`src/rtl/ctrl_pkg.sv`:
```
// ctrl_pkg: shared constants for the control-word pipeline.
// Control word bit map, memory-op encodings and forwarding-select encodings.
package ctrl_pkg;

    localparam int unsigned SIG_W_DEFAULT = 11;
    localparam int unsigned REG_W_DEFAULT = 4;

    localparam int unsigned SIG_ALU_LSB = 0;
    localparam int unsigned SIG_SEXT    = 3;
    localparam int unsigned SIG_IMM     = 4;
    localparam int unsigned SIG_CMP     = 5;
    localparam int unsigned SIG_MEM_LSB = 6;
    localparam int unsigned SIG_WB_MUX  = 8;
    localparam int unsigned SIG_REG_WE  = 9;
    localparam int unsigned SIG_FETCH   = 10;

    localparam logic [1:0] MEM_RD = 2'b10;
    localparam logic [1:0] MEM_WR = 2'b01;

    typedef enum logic [1:0] {
        FWD_RF  = 2'b00,
        FWD_MEM = 2'b01,
        FWD_WB  = 2'b10
    } fwd_e;

endpackage

```
`src/rtl/ctrl_hazard.sv`:
```
// ctrl_hazard: combinational load-use detection, decode handshake and
// EX-stage operand forwarding selects derived from pipeline stage state.
module ctrl_hazard
    import ctrl_pkg::*;
#(
    parameter int unsigned SIG_W = SIG_W_DEFAULT,
    parameter int unsigned REG_W = REG_W_DEFAULT
) (
    input  logic             id_valid,
    input  logic [REG_W-1:0] id_rn,
    input  logic [REG_W-1:0] id_rm,
    input  logic             flush,
    input  logic             ex_valid,
    input  logic [SIG_W-1:0] ex_signals,
    input  logic [REG_W-1:0] ex_rd,
    input  logic [REG_W-1:0] ex_rn,
    input  logic [REG_W-1:0] ex_rm,
    input  logic             mem_valid,
    input  logic [SIG_W-1:0] mem_signals,
    input  logic [REG_W-1:0] mem_rd,
    input  logic             wb_valid,
    input  logic [SIG_W-1:0] wb_signals,
    input  logic [REG_W-1:0] wb_rd,
    output logic             hz,
    output logic             id_ready,
    output logic [1:0]       fwd_a,
    output logic [1:0]       fwd_b
);

    logic mem_wr_en;
    logic wb_wr_en;

    assign mem_wr_en = mem_valid && mem_signals[SIG_REG_WE];
    assign wb_wr_en  = wb_valid && wb_signals[SIG_REG_WE];

    // Load in EX whose destination feeds the decode-stage instruction
    always_comb begin
        hz = id_valid && ex_valid
             && (ex_signals[SIG_MEM_LSB +: 2] == MEM_RD)
             && ex_signals[SIG_REG_WE]
             && ((ex_rd == id_rn) || (ex_rd == id_rm));
        id_ready = flush || !hz;
    end

    // Forwarding selects, nearest producer (MEM) first
    always_comb begin
        fwd_a = FWD_RF;
        fwd_b = FWD_RF;
        if (ex_valid) begin
            if (mem_wr_en && (mem_rd == ex_rn))      fwd_a = FWD_MEM;
            else if (wb_wr_en && (wb_rd == ex_rn))   fwd_a = FWD_WB;
            if (mem_wr_en && (mem_rd == ex_rm))      fwd_b = FWD_MEM;
            else if (wb_wr_en && (wb_rd == ex_rm))   fwd_b = FWD_WB;
        end
    end

endmodule

```
`src/rtl/ctrl_pipe.sv`:
```
// ctrl_pipe: carries the decoded control word through EX/MEM/WB, inserting a
// bubble on load-use, killing decode on flush, and driving forwarding selects.
// Optional feature macro: CTRL_PIPE_STATS_EN adds saturating stall/flush counters.
module ctrl_pipe
    import ctrl_pkg::*;
#(
    parameter int unsigned SIG_W = SIG_W_DEFAULT,
    parameter int unsigned REG_W = REG_W_DEFAULT
) (
    input  logic             clk,
    input  logic             rst,
    input  logic             id_valid,
    input  logic [SIG_W-1:0] id_signals,
    input  logic [REG_W-1:0] id_rd,
    input  logic [REG_W-1:0] id_rn,
    input  logic [REG_W-1:0] id_rm,
    output logic             id_ready,
    input  logic             flush,
    output logic             ex_valid,
    output logic             mem_valid,
    output logic             wb_valid,
    output logic [SIG_W-1:0] ex_signals,
    output logic [SIG_W-1:0] mem_signals,
    output logic [SIG_W-1:0] wb_signals,
    output logic [REG_W-1:0] mem_rd,
    output logic [REG_W-1:0] wb_rd,
    output logic [1:0]       fwd_a,
    output logic [1:0]       fwd_b
`ifdef CTRL_PIPE_STATS_EN
   ,output logic [15:0]      stat_stalls,
    output logic [15:0]      stat_flushes
`endif
);

    logic [REG_W-1:0] ex_rd;
    logic [REG_W-1:0] ex_rn;
    logic [REG_W-1:0] ex_rm;
    logic             hz;
    logic             hz_ready;
    logic [1:0]       hz_fwd_a;
    logic [1:0]       hz_fwd_b;

    ctrl_hazard #(
        .SIG_W (SIG_W),
        .REG_W (REG_W)
    ) u_hazard (
        .id_valid    (id_valid),
        .id_rn       (id_rn),
        .id_rm       (id_rm),
        .flush       (flush),
        .ex_valid    (ex_valid),
        .ex_signals  (ex_signals),
        .ex_rd       (ex_rd),
        .ex_rn       (ex_rn),
        .ex_rm       (ex_rm),
        .mem_valid   (mem_valid),
        .mem_signals (mem_signals),
        .mem_rd      (mem_rd),
        .wb_valid    (wb_valid),
        .wb_signals  (wb_signals),
        .wb_rd       (wb_rd),
        .hz          (hz),
        .id_ready    (hz_ready),
        .fwd_a       (hz_fwd_a),
        .fwd_b       (hz_fwd_b)
    );

    // Reset overrides the handshake and selects so stale stage state never leaks out
    always_comb begin
        id_ready = rst || hz_ready;
        fwd_a    = rst ? FWD_RF : hz_fwd_a;
        fwd_b    = rst ? FWD_RF : hz_fwd_b;
    end

    // EX capture: flush, then load-use, then idle decode all yield a bubble
    always_ff @(posedge clk) begin
        if (rst || flush || hz || !id_valid) begin
            ex_valid   <= 1'b0;
            ex_signals <= '0;
            ex_rd      <= '0;
            ex_rn      <= '0;
            ex_rm      <= '0;
        end else begin
            ex_valid   <= 1'b1;
            ex_signals <= id_signals;
            ex_rd      <= id_rd;
            ex_rn      <= id_rn;
            ex_rm      <= id_rm;
        end
    end

    // MEM and WB advance unconditionally every cycle
    always_ff @(posedge clk) begin
        if (rst) begin
            mem_valid   <= 1'b0;
            mem_signals <= '0;
            mem_rd      <= '0;
            wb_valid    <= 1'b0;
            wb_signals  <= '0;
            wb_rd       <= '0;
        end else begin
            mem_valid   <= ex_valid;
            mem_signals <= ex_signals;
            mem_rd      <= ex_rd;
            wb_valid    <= mem_valid;
            wb_signals  <= mem_signals;
            wb_rd       <= mem_rd;
        end
    end

`ifdef CTRL_PIPE_STATS_EN
    // Saturating event counters: stalls that actually cost a cycle, and killed decodes
    always_ff @(posedge clk) begin
        if (rst) begin
            stat_stalls  <= '0;
            stat_flushes <= '0;
        end else begin
            if (hz && !flush && (stat_stalls != '1))
                stat_stalls <= stat_stalls + 16'd1;
            if (flush && id_valid && (stat_flushes != '1))
                stat_flushes <= stat_flushes + 16'd1;
        end
    end
`endif

endmodule
```
`config.mk`:
```
export PLATFORM = sky130hd
export DESIGN_NAME = ctrl_pipe
export DESIGN_NICKNAME = d
export VERILOG_FILES = /design/src/rtl/ctrl_pkg.sv /design/src/rtl/ctrl_hazard.sv /design/src/rtl/ctrl_pipe.sv
export SDC_FILE = /design/constraint.sdc
export NUM_CORES = 1
export LEC_CHECK = 0
export CAP_MARGIN = 40
export CORE_MARGIN = 2
export CORE_UTILIZATION = 35
export DETAILED_ROUTE_END_ITERATION = 8
export PLACE_DENSITY_LB_ADDON = 0.05
export SYNTH_ARGS = -nofsm -noshare
export SYNTH_HDL_FRONTEND = slang
export SYNTH_SLANG_ARGS = --single-unit
```
`constraint.sdc`:
```
create_clock -name clk -period 2.69 [get_ports clk]
set_clock_uncertainty 0.2 [all_clocks]
set_input_delay 0.269 -clock clk [delete_from_list [all_inputs] [get_ports clk]]
set_output_delay 0.269 -clock clk [all_outputs]
set_load 0.1 [all_outputs]
```
==> impl_metrics.json, run 1 <==
{
  "status": "finished clean",
  "worst_pin_slew_ns": 0.3487,
  "io_pins": 76,
  "vias": 1372,
  "synthTopCellsByCount": "dfxtp_1 (56), nor2b_1 (32), nor3b_1 (23), xnor2_1 (16), xor2_1 (8)",
  "avgSynthCellArea_sq_um": 11.31,
  "power.density_mw_per_mm2": 576.8,
  "r2r_cells": 5,
  "antenna_found_initial": 0,
  "hold_ws_ns": 0.2650,
  "n_antenna_cell": 0,
  "yosysTopAreaCell": "dfxtp_1",
  "cpMaxStageDelayCell": "clkdlybuf4s50_1",
  "die_area_sq_mm": 0.005930,
  "grt_max_degree": 33,
  "hold_end": "wb_signals[3]",
  "cp_slowest_stage_delay_ns": 0.41,
  "cts_sinks": 56,
  "start_kind": "input port",
  "synth_flop_cell": "dfxtp_1",
  "period_share_pct": 81.60,
  "drcViolationCount": 0,
  "r2r_end": "ex_signals[4]",
  "syn_nets": 192,
  "cp_top_family": "buffers and inverters",
  "rows": 26,
  "htree_num_levels": 2,
  "postCtsHoldBufs": 0,
  "drtAntennaViolNets": 0,
  "syn_inst": 165,
  "synth_area_leaders": "dfxtp_1 (60%), nor2b_1 (11%), nor3b_1 (9.3%)",
  "cts_tree": "built",
  "yosysMostFrequentCell": "dfxtp_1",
  "p_leak_nw": 1.160,
  "synth_area_sq_mm": 0.001866,
  "yosysTopAreaCellShare_pct": 60.09,
  "cts.path.max_buffers": 2,
  "die_x_microns": 77.01,
  "cts_made_buffers": 5,
  "min_path_cells": 1,
  "initial_core_util_pct": 36.30,
  "reg2reg_slack_ns": 1.09,
  "cp_cell_sequence": "clkdlybuf4s50_1 -> nand2b_1 -> inv_1 -> nand4_1 -> nor3_1 -> and3_1 -> buf_12",
  "layout_min_cycle_time_ns": 2.195,
  "drtIter0Drc": 39,
  "placed_area_sq_mm": 0.002686,
  "hold_viol_final": 0,
  "crit_required_ns": 2.22,
  "endpoint_kind": "output port",
  "crit_buf_inv": 3,
  "grt_pass1_wl_microns": 6465,
  "port_buffers": 75,
  "post_cts.repair.setup_buffers": 0,
  "yosys_warnings": 0,
  "synth_edf_count": 0,
  "ctsResizeCount": 0,
  "groute.usage.overall_pct": 13.63,
  "tns_ns": 0,
  "post_drt_wl_per_cell_microns": 12.51,
  "final_max_slew_viol_count": 0,
  "worstSetupPathType": "input port to output port",
  "fmax_ghz": 0.4556,
  "ys_ff_latch": 56,
  "ir_drop_mv": 0.2901,
  "drv_cap": 0,
  "first_pass_iters": 4,
  "drive_gt1_share_pct": 29.92,
  "core-area_sq_mm": 0.005140,
  "ys_seq_area_share_pct": 60.09,
  "area_growth_pct": 50.77,
  "grt_overflow": 0,
  "relSlewSlack_pct": 76.70,
  "finish.utilization_pct": 54.72,
  "critPathMaxFanout": 3,
  "synth_cell_type_count": 17,
  "min_from": "mem_signals[3]",
  "reg2reg_from": "ex_rd[3]",
  "finish.instance_area_sq_mm": 0.002813,
  "holdCritPathClass": "flip-flop to flip-flop",
  "critPathArrivalTime_ns": 1.73,
  "cts-root-buf": "clkbuf_8",
  "grt_pass1_vias": 1364,
  "gp_congestion": 0.7690,
  "wirelength_microns": 3928,
  "path_clk_slew_ns": 0.09,
  "async_flop_share_pct": 0,
  "insertion_delay_ns": 0.29,
  "dp_hpwl_microns": 2963,
  "setup_viol_count_final": 0,
  "avgViaCountPerCell": 4.369,
  "rsz0062_at_grt": "no",
  "nets": 270,
  "die_h_microns": 77.01
}
sequential cells by signal, summed over array words and instances, names as in the netlist:
signal / count
ex_rd: 4
ex_rm: 4
mem_rd: 4
mem_signals: 11
ex_rn: 4
wb_rd: 4
ex_signals: 11
wb_signals: 11
wb_valid: 1
mem_valid: 1
ex_valid: 1
cells by family after synthesis:
kind of cell / count (synthesis) / synth area share, %
AND/OR/NAND/NOR: 76 / 25.76
AO/OA/AOI/OAI: 1 / 0.4696
buffers and inverters: 8 / 2.414
XOR/XNOR: 24 / 11.27
flip-flops: 56 / 60.09
layout make-up:
type,instances,area [sq um]
Sequential cell,56,1132
Timing Repair Buffer,78,725.7
Fill cell,493,2327
Multi-Input combinational cell,101,737.0
Clock buffer,7,96.34
Clock inverter,1,30.03
Inverter,1,3.754
Tap cell,70,87.58
cell usage in the layout (no fill, tap or decap):
master / n
nand4_1: 6
nor2_1: 4
and3_1: 1
bufinv_16: 1
xor2_1: 8
xnor2_1: 16
dfxtp_2: 9
nand3_1: 1
nor3_1: 2
nor4_4: 2
a21oi_2: 1
clkdlybuf4s50_1: 26
nand2b_1: 1
nor2b_1: 32
nand2_1: 3
inv_1: 1
nor2_4: 1
buf_4: 46
nor3b_1: 23
dfxtp_1: 47
buf_12: 6
clkbuf_8: 7
worst max path at each step:
stage / from / to / slack [ns] / cells past startpoint
after floorplan: wb_rd[2] / fwd_a[1] / -0.06 / 2
after global placement: rst / fwd_b[1] / 0.52 / 7
after detailed placement: rst / fwd_b[1] / 0.50 / 7
after CTS: rst / fwd_b[1] / 0.50 / 7
after global routing: rst / fwd_b[1] / 0.40 / 7
final: rst / fwd_b[1] / 0.49 / 7
layer usage:
metal	track usage (%)	part of all wire (%)	up-vias
li1	-	-	692
met5	0	0	-
met2	22.72	49	51
met4	3.750	0.38	0
met1	16.57	42	627
met3	5.059	8.5	2
metrics by stage:
step | setup WS [ns] | std cells | total power [mW]
after floorplan | -0.06290 | 165 | 1.002
after global routing | 0.4027 | 314 | 1.692
final | 0.4949 | 314 | 1.622
after global placement | 0.5179 | 306 | 1.073
after CTS | 0.4999 | 314 | 1.649
after detailed placement | 0.4999 | 306 | 1.074
where the power goes:
group          internal, mW  switching, mW
clock                 0.328          0.241
combinational        0.0739          0.122
sequential            0.845         0.0116
total                  1.25          0.375
worst reg2reg max path, cell delays in order (launching register included):
cell,delay [ns]
dfxtp_1,0.35
xnor2_1,0.20
nand4_1,0.15
a21oi_2,0.18
buf_4,0.29
nor3b_1,0.10
No activity file was read; power rests on OpenSTA's default activity.
==> run 2: changes to the inputs <==
==> constraint.sdc (replaced) <==
create_clock -name clk -period 2.15 [get_ports clk]
set_clock_uncertainty 0.2 [all_clocks]
set_input_delay 0.215 -clock clk [delete_from_list [all_inputs] [get_ports clk]]
set_output_delay 0.215 -clock clk [all_outputs]
set_load 0.1 [all_outputs]
==> impl_metrics.json, run 2 (synthesized netlist as in run 1, its figures left out) <==
{
  "worst_pin_slew_ns": 0.3410,
  "drv_cap": 0,
  "p_total_mw": 1.874,
  "n_antenna_cell": 0,
  "first_pass_iters": 4,
  "avgViaCountPerCell": 4.268,
  "drive_gt1_share_pct": 34.41,
  "drtAntennaViolNets": 0,
  "endpoint_kind": "output port",
  "crit_buf_inv": 1,
  "core-area_sq_mm": 0.005140,
  "groute.usage.overall_pct": 14.26,
  "cp_slowest_stage_delay_ns": 0.45,
  "worstSetupPathType": "flip-flop to output port",
  "dp_hpwl_microns": 2995,
  "cts_tree": "built",
  "critPathMaxFanout": 2,
  "ctsResizeCount": 0,
  "ir_drop_mv": 0.3459,
  "nets": 273,
  "port_buffers": 75,
  "hold_ws_ns": 0.2660,
  "critPathArrivalTime_ns": 1.58,
  "htree_num_levels": 2,
  "insertion_delay_ns": 0.29,
  "layout_min_cycle_time_ns": 2.000,
  "io_pins": 76,
  "fillers": 488,
  "status": "finished clean",
  "hold_viol_final": 0,
  "seqCellArea_sq_mm": 0.001159,
  "die_area_sq_mm": 0.005930,
  "setup_viol_count_final": 0,
  "cts-root-buf": "clkbuf_8",
  "grt_max_degree": 33,
  "fmax_ghz": 0.5001,
  "relSlewSlack_pct": 77.27,
  "final_common_cell": "buf_4",
  "wirelength_microns": 3922,
  "post_cts.repair.setup_buffers": 0,
  "period_share_pct": 93.01,
  "area_growth_pct": 52.11,
  "grt_pass1_wl_microns": 6713,
  "reg2reg_from": "ex_rd[3]",
  "cp_cell_sequence": "xor2_4 -> nor3_1 -> nor4_4 -> buf_12",
  "cts.path.max_buffers": 2,
  "cp_top_family": "flip-flops",
  "path_clk_slew_ns": 0.09,
  "gp_congestion": 0.7328,
  "drcViolationCount": 0,
  "cts_made_buffers": 5,
  "initial_core_util_pct": 36.30,
  "p_leak_nw": 1.157,
  "multiInputGateArea_sq_um": 762.0,
  "r2r_cells": 5,
  "start_kind": "flip-flop",
  "min_from": "mem_signals[10]",
  "grt_overflow": 0,
  "pre_cts_slack_ns": 0.1753,
  "grt_pass1_vias": 1320,
  "postCtsHoldBufs": 0,
  "finalWorstSetupSlack_ns": 0.1502,
  "crit_required_ns": 1.74,
  "post_drt_wl_per_cell_microns": 12.37,
  "die_x_microns": 77.01,
  "final_max_slew_viol_count": 0,
  "vias": 1353,
  "holdCritPathClass": "flip-flop to flip-flop",
  "antenna_found_initial": 0,
  "hold_end": "wb_signals[10]",
  "rows": 26,
  "top_regs": "ex_signals x11, mem_signals x11, wb_signals x11",
  "rsz0062_at_grt": "no",
  "cts_sinks": 56,
  "power.density_mw_per_mm2": 660.6,
  "min_path_cells": 1,
  "layout_common_cells": "buf_4 (50), dfxtp_1 (40), nor2b_1 (32)",
  "r2r_end": "ex_signals[2]",
  "drtIter0Drc": 24,
  "cpMaxStageDelayCell": "dfxtp_1",
  "die_h_microns": 77.01,
  "reg2reg_slack_ns": 0.64
}
run 2: cell types whose count changed in the layout (fill, tap and decap cells not counted), sizes merged:
cell,before,now
clkbuf,7,8
buf,52,55
bufinv,1,0
run 2: through the flow:
step           cells  area, sq um  TNS [ns]  util (%)
2_1_floorplan    165         1966   -0.4632         -
3_3_place_gp     309         2748         0     53.46
3_5_place_dp     309         2748         0     53.46
4_1_cts          317         2838         0     55.21
5_1_grt          317         2838         0     55.21
6_report         317         2838         0     55.21
run 2: worst max-delay path by stage:
stage / endpoint / slack, ns / cells after the start / startpoint
after global routing: fwd_b[1] / 0.08 / 7 / rst
after global placement: fwd_b[1] / 0.21 / 7 / rst
after detailed placement: fwd_b[1] / 0.18 / 7 / rst
after CTS: fwd_a[1] / 0.12 / 4 / ex_rn[0]
after floorplan: fwd_a[1] / -0.24 / 4 / mem_rd[2]
final: fwd_a[1] / 0.15 / 4 / ex_rn[0]
run 2: where the power goes:
part / switching (mW) / internal, mW
Combinational: 0.154 / 0.0933
Clock: 0.298 / 0.263
Sequential: 0.0154 / 1.05
Total: 0.468 / 1.41
run 2: final cells by class:
| cell class | count | share of cell area [%] |
|---|---|---|
| clock buffer | 8 | 3.175 |
| sequential | 56 | 40.83 |
| multi-input combinational | 101 | 26.85 |
| tap | 70 | 3.086 |
| inverter | 1 | 0.1323 |
| timing repair buffer | 81 | 25.93 |
run 2: metal layers:
metal	share of wire, %	vias up	GRT usage (%)
met5	0	-	0
met4	1.3	0	4.286
met3	8.0	5	5.176
met2	48	48	22.46
met1	43	603	18.36
li1	-	697	-
==> run 3: changes to the inputs <==
==> constraint.sdc (replaced) <==
create_clock -name clk -period 2.56 [get_ports clk]
set_clock_uncertainty 0.2 [all_clocks]
set_input_delay 0.256 -clock clk [delete_from_list [all_inputs] [get_ports clk]]
set_output_delay 0.256 -clock clk [all_outputs]
set_load 0.1 [all_outputs]
==> impl_metrics.json, run 3 (synthesized netlist as in run 1, its figures left out) <==
{
  "grt_overflow": 0,
  "placed_area_sq_mm": 0.002693,
  "dr.max_layer_used": "met4",
  "relSlewSlack_pct": 77.56,
  "start_kind": "input port",
  "finish.instance_area_sq_mm": 0.002800,
  "dp.cells": 307,
  "worst_pin_slew_ns": 0.3357,
  "finalWorstSetupSlack_ns": 0.3532,
  "drtIter0Drc": 32,
  "dp_hpwl_microns": 2953,
  "fmax_ghz": 0.4531,
  "layout_common_cells": "buf_4 (48), dfxtp_1 (44), nor2b_1 (32)",
  "crit_required_ns": 2.10,
  "die_h_microns": 77.01,
  "critPathArrivalTime_ns": 1.75,
  "p_total_mw": 1.651,
  "io_pins": 76,
  "grt_max_degree": 33,
  "core-area_sq_mm": 0.005140,
  "top_regs": "ex_signals x11, mem_signals x11, wb_signals x11",
  "avgViaCountPerCell": 4.292,
  "die_x_microns": 77.01,
  "first_pass_iters": 6,
  "n_antenna_cell": 0,
  "pre_cts_slack_ns": 0.3520,
  "insertion_delay_ns": 0.30,
  "postCtsHoldBufs": 0,
  "dr_wl_met2_microns": 1835,
  "port_buffers": 75,
  "status": "finished clean",
  "wl_met3_microns": 299,
  "ctsResizeCount": 0,
  "cts_sinks": 56,
  "grt_pass1_wl_microns": 6506,
  "gp_congestion": 0.7793,
  "drcViolationCount": 0,
  "final_max_slew_viol_count": 0,
  "endpoint_kind": "output port",
  "die_area_sq_mm": 0.005930,
  "initial_core_util_pct": 36.30,
  "critPathMaxFanout": 3,
  "worstSetupPathType": "input port to output port",
  "cts-root-buf": "clkbuf_8",
  "area_growth_pct": 50.10,
  "cts_tree": "built",
  "holdCritPathClass": "flip-flop to flip-flop",
  "hold_viol_final": 0,
  "layout_min_cycle_time_ns": 2.207,
  "period_share_pct": 86.20,
  "antenna_found_initial": 0,
  "nets": 271,
  "htree_num_levels": 2,
  "drive_gt1_share_pct": 31.02,
  "rows": 26,
  "vias": 1352,
  "path_clk_slew_ns": 0.09,
  "grt_pass1_vias": 1385,
  "power.density_mw_per_mm2": 589.5,
  "setup_viol_count_final": 0,
  "post_drt_wl_per_cell_microns": 12.50,
  "ir_drop_mv": 0.3581,
  "instances_no_fill": 315,
  "post_cts.repair.setup_buffers": 0,
  "p_leak_nw": 1.152,
  "cts_made_buffers": 5,
  "drtAntennaViolNets": 0,
  "hold_ws_ns": 0.2656,
  "cts.path.max_buffers": 2,
  "tns_ns": 0,
  "wirelength_microns": 3938,
  "groute.usage.overall_pct": 13.77,
  "drv_cap": 0,
  "route.layer.met1.wl_microns": 1752,
  "final_common_cell": "buf_4",
  "rsz0062_at_grt": "no",
  "finish.utilization_pct": 54.48
}
[run 3: cell types whose count changed in the layout (fill, tap and decap cells not counted), sizes merged]
cell    delta
buf        -2
clkinv     +1
clkbuf     -2
bufinv     +1
[run 3: path summary, 6_finish.rpt]
check	startpoint	to	slack, ns	depth (start not counted)
setup / recovery	rst	fwd_b[1]	0.35	7
hold / removal	mem_signals[7]	wb_signals[7]	0.27	1
setup reg to reg	ex_rd[3]	ex_rn[1]	0.99	5
hold reg to reg	mem_signals[7]	wb_signals[7]	0.27	1
[run 3: cell type report]
type	instances	area [sq um]
tap	70	87.58
multi-input combinational	101	737.0
clock inverter	2	35.03
inverter	1	3.754
clock buffer	6	72.57
timing repair buffer	79	720.7
fill	478	2340
sequential	56	1144
[run 3: critical path, stage by stage]
cell and delay, ns:
clkdlybuf4s50_1 0.41, nand2b_1 0.28, inv_1 0.14, nand4_1 0.11, nor3_1 0.14, and3_1 0.23
buf_12 0.18
[run 3: power breakdown]
part / switching (mW) / total [mW] / internal [mW]
sequential: 0.0123 / 0.898 / 0.886
combinational: 0.129 / 0.206 / 0.0770
clock: 0.257 / 0.547 / 0.290
[run 3: metal layers]
metal,vias up,track usage [%]
met5,-,0
met4,0,5.000
met3,5,5.412
met2,52,21.75
met1,601,17.05
li1,694,-
